$ cat src/rtl/io_ctrl_multi.sv
// Memory-mapped IO controller: debounced keys with sticky edge flags,
// LED register with per-bit blink, and a maskable level interrupt.
module io_ctrl_multi #(
    parameter logic [31:0] BASE_ADDR = 32'hFFFF_F000,
    parameter int          N_KEYS    = 4,
    parameter int          LED_W     = 16,
    parameter int          DB_CYCLES = 100000,
    parameter logic [31:0] BLINK_RST = 32'd25000000
) (
    input  logic              clk,
    input  logic              rst,
    input  logic              ce,
    input  logic              we,
    input  logic [31:0]       addr,
    input  logic [31:0]       wtData,
    output logic [31:0]       rdData,
    input  logic [N_KEYS-1:0] key,
    output logic [LED_W-1:0]  led,
    output logic              irq
);

    localparam int CW = (DB_CYCLES > 1) ? $clog2(DB_CYCLES) : 1;
    localparam logic [CW-1:0] DB_LAST = CW'(DB_CYCLES - 1);

    logic [31:0]       off;
    logic [2:0]        idx;
    logic              hit;
    logic              wr;
    logic [N_KEYS-1:0] key_m;
    logic [N_KEYS-1:0] key_s;
    logic [N_KEYS-1:0] key_state;
    logic [N_KEYS-1:0] key_edge;
    logic [N_KEYS-1:0] key_rise;
    logic [N_KEYS-1:0] irq_en;
    logic [LED_W-1:0]  led_data;
    logic [LED_W-1:0]  led_blink;
    logic [31:0]       blink_div;
    logic [31:0]       blink_cnt;
    logic              phase;

    // Offset decode: word-aligned, six registers starting at BASE_ADDR
    assign off = addr - BASE_ADDR;
    assign idx = off[4:2];
    assign hit = (off[31:5] == '0) && (off[1:0] == 2'b00) && (idx <= 3'd5);
    assign wr  = ce && we && hit;

    // Combinational read mux, zero when not a mapped read
    always_comb begin
        rdData = '0;
        if (ce && !we && hit) begin
            unique case (idx)
                3'd0: rdData[N_KEYS-1:0] = key_state;
                3'd1: rdData[N_KEYS-1:0] = key_edge;
                3'd2: rdData[LED_W-1:0]  = led_data;
                3'd3: rdData[LED_W-1:0]  = led_blink;
                3'd4: rdData             = blink_div;
                3'd5: rdData[N_KEYS-1:0] = irq_en;
                default: rdData = '0;
            endcase
        end
    end

    // Two-flop synchroniser for the raw key inputs
    always_ff @(posedge clk or posedge rst) begin
        if (rst) begin
            key_m <= '0;
            key_s <= '0;
        end else begin
            key_m <= key;
            key_s <= key_m;
        end
    end

    for (genvar i = 0; i < N_KEYS; i++) begin : g_db
        logic [CW-1:0] cnt;

        assign key_rise[i] = key_s[i] && !key_state[i] && (cnt == DB_LAST);

        // Debounce: level must differ for DB_CYCLES cycles to be accepted
        always_ff @(posedge clk or posedge rst) begin
            if (rst) begin
                cnt          <= '0;
                key_state[i] <= 1'b0;
            end else if (key_s[i] == key_state[i]) begin
                cnt <= '0;
            end else if (cnt == DB_LAST) begin
                cnt          <= '0;
                key_state[i] <= key_s[i];
            end else begin
                cnt <= cnt + 1'b1;
            end
        end
    end

    // Sticky rising-edge flags; a new edge beats a same-cycle W1C
    always_ff @(posedge clk or posedge rst) begin
        if (rst) begin
            key_edge <= '0;
        end else if (wr && idx == 3'd1) begin
            key_edge <= (key_edge & ~wtData[N_KEYS-1:0]) | key_rise;
        end else begin
            key_edge <= key_edge | key_rise;
        end
    end

    // Software-writable control registers
    always_ff @(posedge clk or posedge rst) begin
        if (rst) begin
            led_data  <= '0;
            led_blink <= '0;
            irq_en    <= '0;
        end else if (wr) begin
            if (idx == 3'd2) led_data  <= wtData[LED_W-1:0];
            if (idx == 3'd3) led_blink <= wtData[LED_W-1:0];
            if (idx == 3'd5) irq_en    <= wtData[N_KEYS-1:0];
        end
    end

    // Blink timebase: divider register, down-counter and phase
    always_ff @(posedge clk or posedge rst) begin
        if (rst) begin
            blink_div <= BLINK_RST;
            blink_cnt <= BLINK_RST;
            phase     <= 1'b1;
        end else if (wr && idx == 3'd4) begin
            blink_div <= wtData;
            blink_cnt <= wtData;
            phase     <= 1'b1;
        end else if (blink_div == '0) begin
            phase <= 1'b1;
        end else if (blink_cnt == '0) begin
            blink_cnt <= blink_div;
            phase     <= ~phase;
        end else begin
            blink_cnt <= blink_cnt - 1'b1;
        end
    end

    // Registered LED drive with blinking bits blanked in the off phase
    always_ff @(posedge clk or posedge rst) begin
        if (rst) begin
            led <= '0;
        end else begin
            led <= led_data & ~(led_blink & {LED_W{~phase}});
        end
    end

    assign irq = |(key_edge & irq_en);

endmodule
$ cat config.mk
export PLATFORM = sky130hd
export DESIGN_NAME = io_ctrl_multi
export DESIGN_NICKNAME = d
export VERILOG_FILES = /design/src/rtl/io_ctrl_multi.sv
export SDC_FILE = /design/constraint.sdc
export NUM_CORES = 1
export LEC_CHECK = 0
export ABC_AREA = 1
export CAP_MARGIN = 40
export CORE_MARGIN = 2
export CORE_UTILIZATION = 35
export CTS_CLUSTER_DIAMETER = 40
export DETAILED_ROUTE_END_ITERATION = 8
export PLACE_DENSITY = 0.61
export SETUP_SLACK_MARGIN = 0.1
export SYNTH_ARGS = -nofsm -noshare
export SYNTH_HDL_FRONTEND = slang
export SYNTH_SLANG_ARGS = --single-unit
$ cat constraint.sdc
create_clock -name clk -period 9.2 [get_ports clk]
set_clock_uncertainty 0.1 [all_clocks]
set_input_delay 0.92 -clock clk [delete_from_list [all_inputs] [get_ports clk]]
set_output_delay 0.92 -clock clk [all_outputs]
set_load 0.01 [all_outputs]
-- Yosys cells after proc, flatten, opt, wreduce, memory -nomap -nowiden
Cells that the tools add are included.
- $add $sub $neg: 6
- $lt $le $gt $ge: 1
- equality and inequality tests: 14
- mux-type cells: 19
- bitwise logic cells: 13
- reductions and logical operators: 35
- operators with widths (cell ; number):
    two-way mux 17 bit ; 8
    two-way mux 32 bit ; 4
    adder 17 x 1 -> 17 bit (second input constant) ; 4
    equality test 17 bit (second input constant) ; 4
    logical NOT 32 bit ; 2
    case mux 12 bit (3 select lines) ; 1
    AND 16 bit ; 2
    subtractor 32 x 1 -> 32 bit (second input constant) ; 1
    subtractor 32 bit (second input constant) ; 1
    logical NOT 27 bit ; 1
    case mux 4 bit (6 select lines) ; 1
    logical AND 1 bit ; 16
    two-way mux 16 bit ; 1
    inverter 16 bit ; 1
    AND reduction 2 bit ; 7
    AND 4 bit ; 2
    bitwise OR 4 bit ; 2
    equality test 3 x 2 -> 1 bit (second input constant) ; 2
    equality test 3 bit (second input constant) ; 2
    logical NOT 1 bit ; 5
    inverter 1 bit ; 5
    equality test 1 bit ; 4
    two-way mux 4 bit ; 1
    inverter 4 bit ; 1
    other kinds (8) ; 10
- bits in registers: 201
- bits of input ports: 72
- output and inout bits: 49
- logic and storage cells: 106

-- Depth between registers and ports, before layout
Gate-level depths: netlist of the first run.
- word-level depth: 7
- depth in mapped cells: 17
- mapped depth without buffers: 16

-- Worst setup path before layout of the first run
No wires, ideal clock.
- path type: input to output
- start: in addr[12]
- end: out rdData[17]
- arrival time: 2.723 ns
- required time: 8.180 ns
- setup slack: 5.457 ns
- stages on the path: 11
- path buffers: 1
- cells stage by stage: ha_1 nand3_1 nor2_1 xnor2_1 o21ai_0 nor2_1 nand4_2 nor2_8 nand3b_2 buf_2 nor3_1
- word-level cells in the longest chain between the ends: 6
- ends and longest elaborated chain (what ; line ; text):
    start: declaration ; 14 ; input logic [31:0] addr,
    subtractor 32 bit ; 42 ; assign off = addr - BASE_ADDR;
    logical NOT 27 bit ; 44 ; assign hit = (off[31:5] == '0) && (off[1:0] == 2'b00) && (idx <= 3'd5);
    logical AND 1 bit (2 in series) ; 44 ;
    logical AND 1 bit ; 50 ; if (ce && !we && hit) begin
    two-way mux 32 bit ; 50 ;
    end: declaration ; 16 ; output logic [31:0] rdData,
Every way passes these cells.

-- Worst setup path after layout of the first run
- start: in addr[12]
- end: out rdData[0]
Same word-level chain as after synthesis.

==> insert_results.sql, run 1 <==
INSERT INTO impl_metrics (metric_group, metric, value, unit) VALUES
('outcome', 'status', 'completed', ''),
('timing', 'slew_viol_final', '0', ''),
('placement', 'place_worst_setup_slack', '3370', 'ps'),
('logic_synthesis', 'synth_warnings', '0', ''),
('timing', 'setup_slack', '3360', 'ps'),
('route', 'remaining_antenna_violation_count_after_routing', '0', ''),
('final_layout', 'leading_cell_types_in_the_layout_fill_and_taps_excluded', '366 x sky130_fd_sc_hd__nand2_1, 206 x sky130_fd_sc_hd__inv_1, 181 x sky130_fd_sc_hd__nor2_1', ''),
('logic_synthesis', 'post_synth_inst_count', '1541', ''),
('final_layout', 'syn2layout_area_growth', '27.0', '%'),
('clock_network', 'clockBufferDepth', '3', ''),
('clock_network', 'clk_pin_slew_worst_setup_hold_paths', '50', 'ps'),
('placement', 'cell_count_post_placement', '2063', ''),
('timing', 'finalHoldViolCount', '0', ''),
('clock_network', 'count_of_cells_resized_by_post_cts_repair', '0', ''),
('critical_path', 'timing.reg2reg.setup_slack', '6280', 'ps'),
('critical_path', 'reg_to_reg_start', 'blink_cnt[23]', ''),
('die', 'die_y', '184', 'um'),
('clock_network', 'clock_insertion_delay_worst_skew', '510', 'ps'),
('timing', 'worst_pin_slew', '857', 'ps'),
('timing', 'max_clock_freq', '171', 'MHz'),
('global_routing', 'wire_length_of_the_first_global_routing_pass', '53500', 'um'),
('logic_synthesis', 'synth.cell_area', '11400', 'sq um'),
('critical_path', 'arrival', '4820', 'ps'),
('power_and_ir_drop', 'vdd.ir_drop.worst', '0.120', 'mV'),
('route', 'detail_route.first_pass.iterations', '5', ''),
('logic_synthesis', 'synth_largest_area_cell', 'sky130_fd_sc_hd__dfrtp_1', ''),
('final_layout', 'layout_commonest_cell', 'sky130_fd_sc_hd__nand2_1', ''),
('final_layout', 'finish.net_count', '1749', ''),
('placement', 'place.port_buffers', '120', ''),
('logic_synthesis', 'synth.ff_latch_count', '201', ''),
('logic_synthesis', 'synth.area.top_cells', 'sky130_fd_sc_hd__dfrtp_1 39%, sky130_fd_sc_hd__nand2_1 12%, sky130_fd_sc_hd__inv_1 6.8%, sky130_fd_sc_hd__nor2_1 6.0%, sky130_fd_sc_hd__dfstp_2 5.8%', ''),
('global_routing', 'antenna_found_initial', '0', ''),
('clock_network', 'ctsHtreeMaxLevel', '2', ''),
('clock_network', 'cts_tree', 'done', ''),
('power_and_ir_drop', 'leakage', '6.54', 'nW'),
('clock_network', 'post_cts_buffers', '0', ''),
('clock_network', 'ctsHoldBuffers', '0', ''),
('clock_network', 'cts-root-buf', 'sky130_fd_sc_hd__clkbuf_16', ''),
('die', 'chip_width', '184', 'um'),
('timing', 'max_slew_margin', '0.427', ''),
('critical_path', 'timing.reg2reg.worst_path_depth', '15', ''),
('timing', 'setup_viol', '0', ''),
('timing', 'layout_worst_path_cycle_share', '0.635', ''),
('clock_network', 'cts_made_buffers', '36', ''),
('final_layout', 'seq_area', '5060', 'sq um'),
('final_layout', 'final_layout_size_suffix_gt1_frac', '0.0727', ''),
('placement', 'gpl.final_weighted_congestion', '0.903', ''),
('route', 'via_per_instance_ratio', '5.06', ''),
('hold_path', 'whs_endpoint', 'key_s[1]', ''),
('die', 'die-area', '33900', 'sq um'),
('route', 'finalWirelength', '32300', 'um'),
('hold_path', 'holdPathStages', '0', ''),
('global_routing', 'sum_of_overflow_across_all_layers_after_global_routing', '0', ''),
('route', 'avgRoutedWirePerCell', '15.2', 'um'),
('timing', 'final_period_demand_of_the_worst_path', '5840', 'ps'),
('critical_path', 'timing.setup.critical_path_class', 'in -> out', ''),
('logic_synthesis', 'synth_fp_nets', '1624', ''),
('global_routing', 'largest_net_degree_at_the_start_of_global_routing', '108', ''),
('logic_synthesis', 'synth_top_cell_area_share', '0.388', ''),
('flow_run', 'timing.max_cap.violations', '0', ''),
('die', 'std_cell_core_area', '31800', 'sq um'),
('timing', 'total_negative_setup_slacks', '0', 'ps'),
('critical_path', 'cp-start-kind', 'primary input', ''),
('die', 'top_level_ports', '121', ''),
('power_and_ir_drop', 'power_density', '177', 'nW/um^2'),
('final_layout', 'fillCellCount', '3189', ''),
('logic_synthesis', 'synth.lib_cells_used.distinct', '42', ''),
('timing', 'rsz0062_at_grt', 'false', ''),
('logic_synthesis', 'syn_avg_cell_area', '7.37', 'sq um'),
('final_layout', 'multi_input_gate_area_in_the_final_layout', '5300', 'sq um'),
('hold_path', 'timing.hold.worst.start', 'key_m[1]', '');
kinds of logic (layout without fill, tap and decap cells):
| kind of cell | Yosys count | after routing | synth area share |
|---|---|---|---|
| AO/OA/AOI/OAI | 225 | 225 | 0.108 |
| AND/OR/NAND/NOR | 823 | 823 | 0.326 |
| buffers and inverters | 254 | 406 | 0.0883 |
| adder cells (fa/ha/maj) | 11 | 11 | 0.0121 |
| XOR/XNOR | 27 | 27 | 0.0208 |
| flip-flops | 201 | 201 | 0.445 |
Yosys cell counts, drive strengths merged:
cell / n
nor2: 192
buf: 19
a22oi: 1
nor3: 45
dfrtp: 176
ha: 11
nand2: 368
a21oi: 65
xnor2: 9
o21a: 1
clkinv: 2
a31oi: 21
nand4: 60
nor4: 15
a211oi: 5
o31ai: 1
o21ai: 107
o211ai: 8
nand3: 119
a31o: 1
o22ai: 9
a221oi: 2
inv: 210
xor2: 18
nand3b: 6
clkbuf: 23
or2: 4
o21bai: 4
dfstp: 25
nor3b: 14
worst max-delay path: stages:
cell                              delay (ps)
sky130_fd_sc_hd__clkdlybuf4s50_1         550
sky130_fd_sc_hd__ha_1                    240
sky130_fd_sc_hd__nand3_1                 120
sky130_fd_sc_hd__nor2_1                  260
sky130_fd_sc_hd__xnor2_1                 190
sky130_fd_sc_hd__o21ai_0                 110
sky130_fd_sc_hd__nor2_1                  170
sky130_fd_sc_hd__nand4_2                 170
sky130_fd_sc_hd__nor2_8                  330
sky130_fd_sc_hd__nand3b_2                690
sky130_fd_sc_hd__a31oi_1                 450
sky130_fd_sc_hd__clkdlybuf4s50_1         600
power by group:
part	leakage [nW]	switching (mW)	total [mW]	internal [mW]
Clock	0.677	0.466	1.54	1.07
Combinational	3.56	0.0709	0.117	0.0457
Sequential	2.31	0.00408	0.896	0.892
Total	6.54	0.540	2.55	2.01
metrics by stage:
step / area (sq um) / power [mW] / hold WS [ps] / utilization
after floorplan: 11400 / 0.964 / 231 / -
final: 14400 / 2.55 / 247 / 0.454
after global placement: 12900 / 1.02 / 236 / 0.407
after detailed placement: 13000 / 1.03 / 238 / 0.410
after CTS: 14400 / 2.58 / 250 / 0.454
after global routing: 14400 / 2.63 / 262 / 0.454
state kept, by name, summed over array words and instances (netlist names):
register   flops
irq_en         4
g_db.cnt      68
led_data      16
led           16
led_blink     16
key_m          4
key_edge       4
phase          1
key_state      4
key_s          4
blink_cnt     32
blink_div     32
layout make-up:
cell class              count  area share
multi-input cells        1086       0.367
flip-flops and latches    201       0.351
repair buffers            129      0.0921
clock buffers              43      0.0678
inverters                 212      0.0557
well taps                 435      0.0377
clock inverters            22      0.0290
per-layer routing:
metal  routed length [um]  GRT usage
met5                    0          0
met2                14800      0.315
met3                 1950     0.0328
met1                14700      0.262
met4                  867     0.0640
worst max path at each step:
stage | from | slack, ps | endpoint
global route | addr[12] | 3040 | rdData[0]
floorplan | rst | 2740 | blink_cnt[0]
finish | addr[12] | 3360 | rdData[0]
detailed placement | addr[12] | 3370 | rdData[0]
global placement | addr[12] | 3560 | rdData[6]
CTS | addr[12] | 3340 | rdData[0]
No activity file was read; power rests on OpenSTA's default activity.
==> run 2, diff against run 1 <==
==> constraint.sdc (replaced) <==
create_clock -name clk -period 5.6 [get_ports clk]
set_clock_uncertainty 0.1 [all_clocks]
set_input_delay 0.56 -clock clk [delete_from_list [all_inputs] [get_ports clk]]
set_output_delay 0.56 -clock clk [all_outputs]
set_load 0.01 [all_outputs]
==> run 2 against run 1 <==
  * Sequential cell count unchanged
  * Via count is 0.91% lower
  * Wire length shrank 1.5%
  * Count of clock-buffer cells in the layout down 10
  * Clock power rose by 36%
  * Non-clock buffer count grew 3
  * Combinational power is 62% higher
  * Die area stayed put
  * Worst setup slack worse by 2400 ps
  * Final cell count shrank 0.28%
  * Core utilization decreased by 0.89 points
  * Design area down 2.0%
  * Critical endpoint is now rdData[14]
  * Largest cell class unchanged
==> insert_results.sql, run 2 (synthesis results as in run 1) <==
INSERT INTO impl_metrics (metric_group, metric, value, unit) VALUES
('final_layout', 'leading_cell_types_in_the_layout_fill_and_taps_excluded', '366 x sky130_fd_sc_hd__nand2_1, 206 x sky130_fd_sc_hd__inv_1, 181 x sky130_fd_sc_hd__nor2_1', ''),
('die', 'std_cell_core_area', '31800', 'sq um'),
('critical_path', 'timing.reg2reg.setup_slack', '2820', 'ps'),
('route', 'finalWirelength', '31800', 'um'),
('global_routing', 'grt.met1_usage', '0.269', ''),
('final_layout', 'final_layout_size_suffix_gt1_frac', '0.0711', ''),
('timing', 'final_period_demand_of_the_worst_path', '4620', 'ps'),
('flow_run', 'timing.max_cap.violations', '0', ''),
('final_layout', 'finish.net_count', '1746', ''),
('timing', 'layout_worst_path_cycle_share', '0.826', ''),
('timing', 'rsz0062_at_grt', 'false', ''),
('final_layout', 'largest_register_ffs', '68', ''),
('clock_network', 'cts_made_buffers', '30', ''),
('timing', 'worst_pin_slew', '853', 'ps'),
('global_routing', 'via_count_of_the_first_global_routing_pass', '10400', ''),
('final_layout', 'syn2layout_area_growth', '24.5', '%'),
('route', 'detail_route.first_pass.iterations', '5', ''),
('route', 'via_count', '10700', ''),
('final_layout', 'layout_commonest_cell', 'sky130_fd_sc_hd__nand2_1', ''),
('die', 'initial_utilization', '0.357', ''),
('timing', 'fin_worst_hold_slack', '199', 'ps'),
('route', 'drt_iter0_drc', '695', ''),
('clock_network', 'clock_insertion_delay_worst_skew', '560', 'ps'),
('clock_network', 'cts_tree', 'done', ''),
('critical_path', 'critPathMaxFanout', '17', ''),
('die', 'top_level_ports', '121', ''),
('power_and_ir_drop', 'vdd.ir_drop.worst', '0.236', 'mV'),
('final_layout', 'reg.largest.list', 'g_db.cnt x68, blink_cnt x32, blink_div x32', ''),
('timing', 'setup_slack', '975', 'ps'),
('final_layout', 'largest_reg_by_ff_count', 'g_db.cnt', ''),
('final_layout', 'n_antenna_cell', '0', ''),
('clock_network', 'ctsHoldBuffers', '0', ''),
('global_routing', 'groute.layer.met3.usage', '0.0231', ''),
('clock_network', 'count_of_cells_resized_by_post_cts_repair', '0', ''),
('route', 'drc', '0', ''),
('global_routing', 'largest_net_degree_at_the_start_of_global_routing', '126', ''),
('clock_network', 'cts-root-buf', 'sky130_fd_sc_hd__clkbuf_16', ''),
('outcome', 'status', 'completed', ''),
('global_routing', 'antenna_found_initial', '0', ''),
('global_routing', 'grt_util_all_layers', '0.191', ''),
('global_routing', 'grt.met2_usage', '0.312', ''),
('critical_path', 'setup.worst_path.end_class', 'output pin', ''),
('clock_network', 'clk_pin_slew_worst_setup_hold_paths', '50', 'ps'),
('placement', 'place.port_buffers', '120', ''),
('timing', 'finalHoldViolCount', '0', ''),
('critical_path', 'cp-start-kind', 'primary input', ''),
('placement', 'dp.final_hpwl', '23100', 'um'),
('route', 'remaining_antenna_violation_count_after_routing', '0', ''),
('timing', 'slew_viol_final', '0', ''),
('timing', 'max_slew_margin', '0.431', ''),
('route', 'avgRoutedWirePerCell', '15.0', 'um'),
('timing', 'setup_viol', '0', ''),
('timing', 'max_clock_freq', '216', 'MHz'),
('global_routing', 'grt-busiest-layer', 'met2', ''),
('power_and_ir_drop', 'power_density', '265', 'nW/um^2'),
('clock_network', 'clockBufferDepth', '3', ''),
('power_and_ir_drop', 'leakage', '6.39', 'nW'),
('clock_network', 'ctsHtreeMaxLevel', '1', ''),
('placement', 'place_worst_setup_slack', '1010', 'ps'),
('critical_path', 'timing.setup.critical_path_class', 'in -> out', ''),
('die', 'chip_width', '184', 'um'),
('die', 'die-area', '33900', 'sq um'),
('critical_path', 'arrival', '3960', 'ps'),
('die', 'row_count', '65', ''),
('timing', 'total_negative_setup_slacks', '0', 'ps'),
('route', 'via_per_instance_ratio', '5.03', ''),
('critical_path', 'timing.reg2reg.worst_path_depth', '13', ''),
('global_routing', 'sum_of_overflow_across_all_layers_after_global_routing', '0', ''),
('clock_network', 'clock_sink_count', '201', ''),
('hold_path', 'hp-class', 'in -> async', ''),
('final_layout', 'fillCellCount', '3147', ''),
('clock_network', 'post_cts_buffers', '0', ''),
('die', 'die_y', '184', 'um'),
('placement', 'gpl.final_weighted_congestion', '0.920', ''),
('critical_path', 'wp_data_required', '4940', 'ps'),
('global_routing', 'wire_length_of_the_first_global_routing_pass', '52800', 'um');
-- run 2: layout make-up --
type | count | area (sq um) | share of cell area
Timing Repair Buffer | 132 | 1300 | 0.0921
Sequential cell | 201 | 5060 | 0.358
Tap cell | 435 | 544 | 0.0385
Clock inverter | 23 | 352 | 0.0248
Multi-Input combinational cell | 1086 | 5300 | 0.374
Clock buffer | 33 | 792 | 0.0560
Inverter | 212 | 800 | 0.0565
-- run 2: path summary, 6_finish.rpt --
path                               start        endpoint
max reg2reg                blink_cnt[23]   blink_cnt[20]
max in group asynchronous            rst   blink_div[23]
min reg2reg                     key_m[3]        key_s[3]
min in group clk                key_m[3]        key_s[3]
max                             addr[12]      rdData[14]
min                                  rst  g_db[0].cnt[3]
-- run 2: worst max-delay path: stages --
cell and delay, ps:
sky130_fd_sc_hd__clkdlybuf4s50_1 570, sky130_fd_sc_hd__ha_1 240, sky130_fd_sc_hd__nand3_1 120, sky130_fd_sc_hd__nor2_1 260
sky130_fd_sc_hd__xnor2_1 180, sky130_fd_sc_hd__o21ai_0 110, sky130_fd_sc_hd__nor2_1 150, sky130_fd_sc_hd__nand4_2 170
sky130_fd_sc_hd__nor2_8 150, sky130_fd_sc_hd__nand3b_2 310, sky130_fd_sc_hd__buf_4 350, sky130_fd_sc_hd__a31oi_1 200
sky130_fd_sc_hd__clkdlybuf4s50_1 570
-- run 2: metrics by stage --
stage | instances | util | total power, mW | instance area [sq um]
floorplan | 1541 | - | 1.58 | 11400
global route | 2122 | 0.445 | 3.86 | 14200
global placement | 2065 | 0.409 | 1.69 | 13000
detailed placement | 2066 | 0.409 | 1.69 | 13000
CTS | 2122 | 0.445 | 3.79 | 14200
finish | 2122 | 0.445 | 3.75 | 14200
-- run 2: layer usage --
metal | vias up | share of wire
li1 | 5301 | -
met1 | 5048 | 0.47
met2 | 265 | 0.46
met3 | 54 | 0.046
met4 | 0 | 0.024
met5 | - | 0
-- run 2: report_power, final --
group | leakage [nW] | total (mW) | switching [mW] | internal [mW]
combinational | 3.55 | 0.189 | 0.117 | 0.0725
sequential | 2.31 | 1.47 | 0.00670 | 1.46
clock | 0.536 | 2.09 | 0.730 | 1.36
total | 6.39 | 3.75 | 0.854 | 2.89
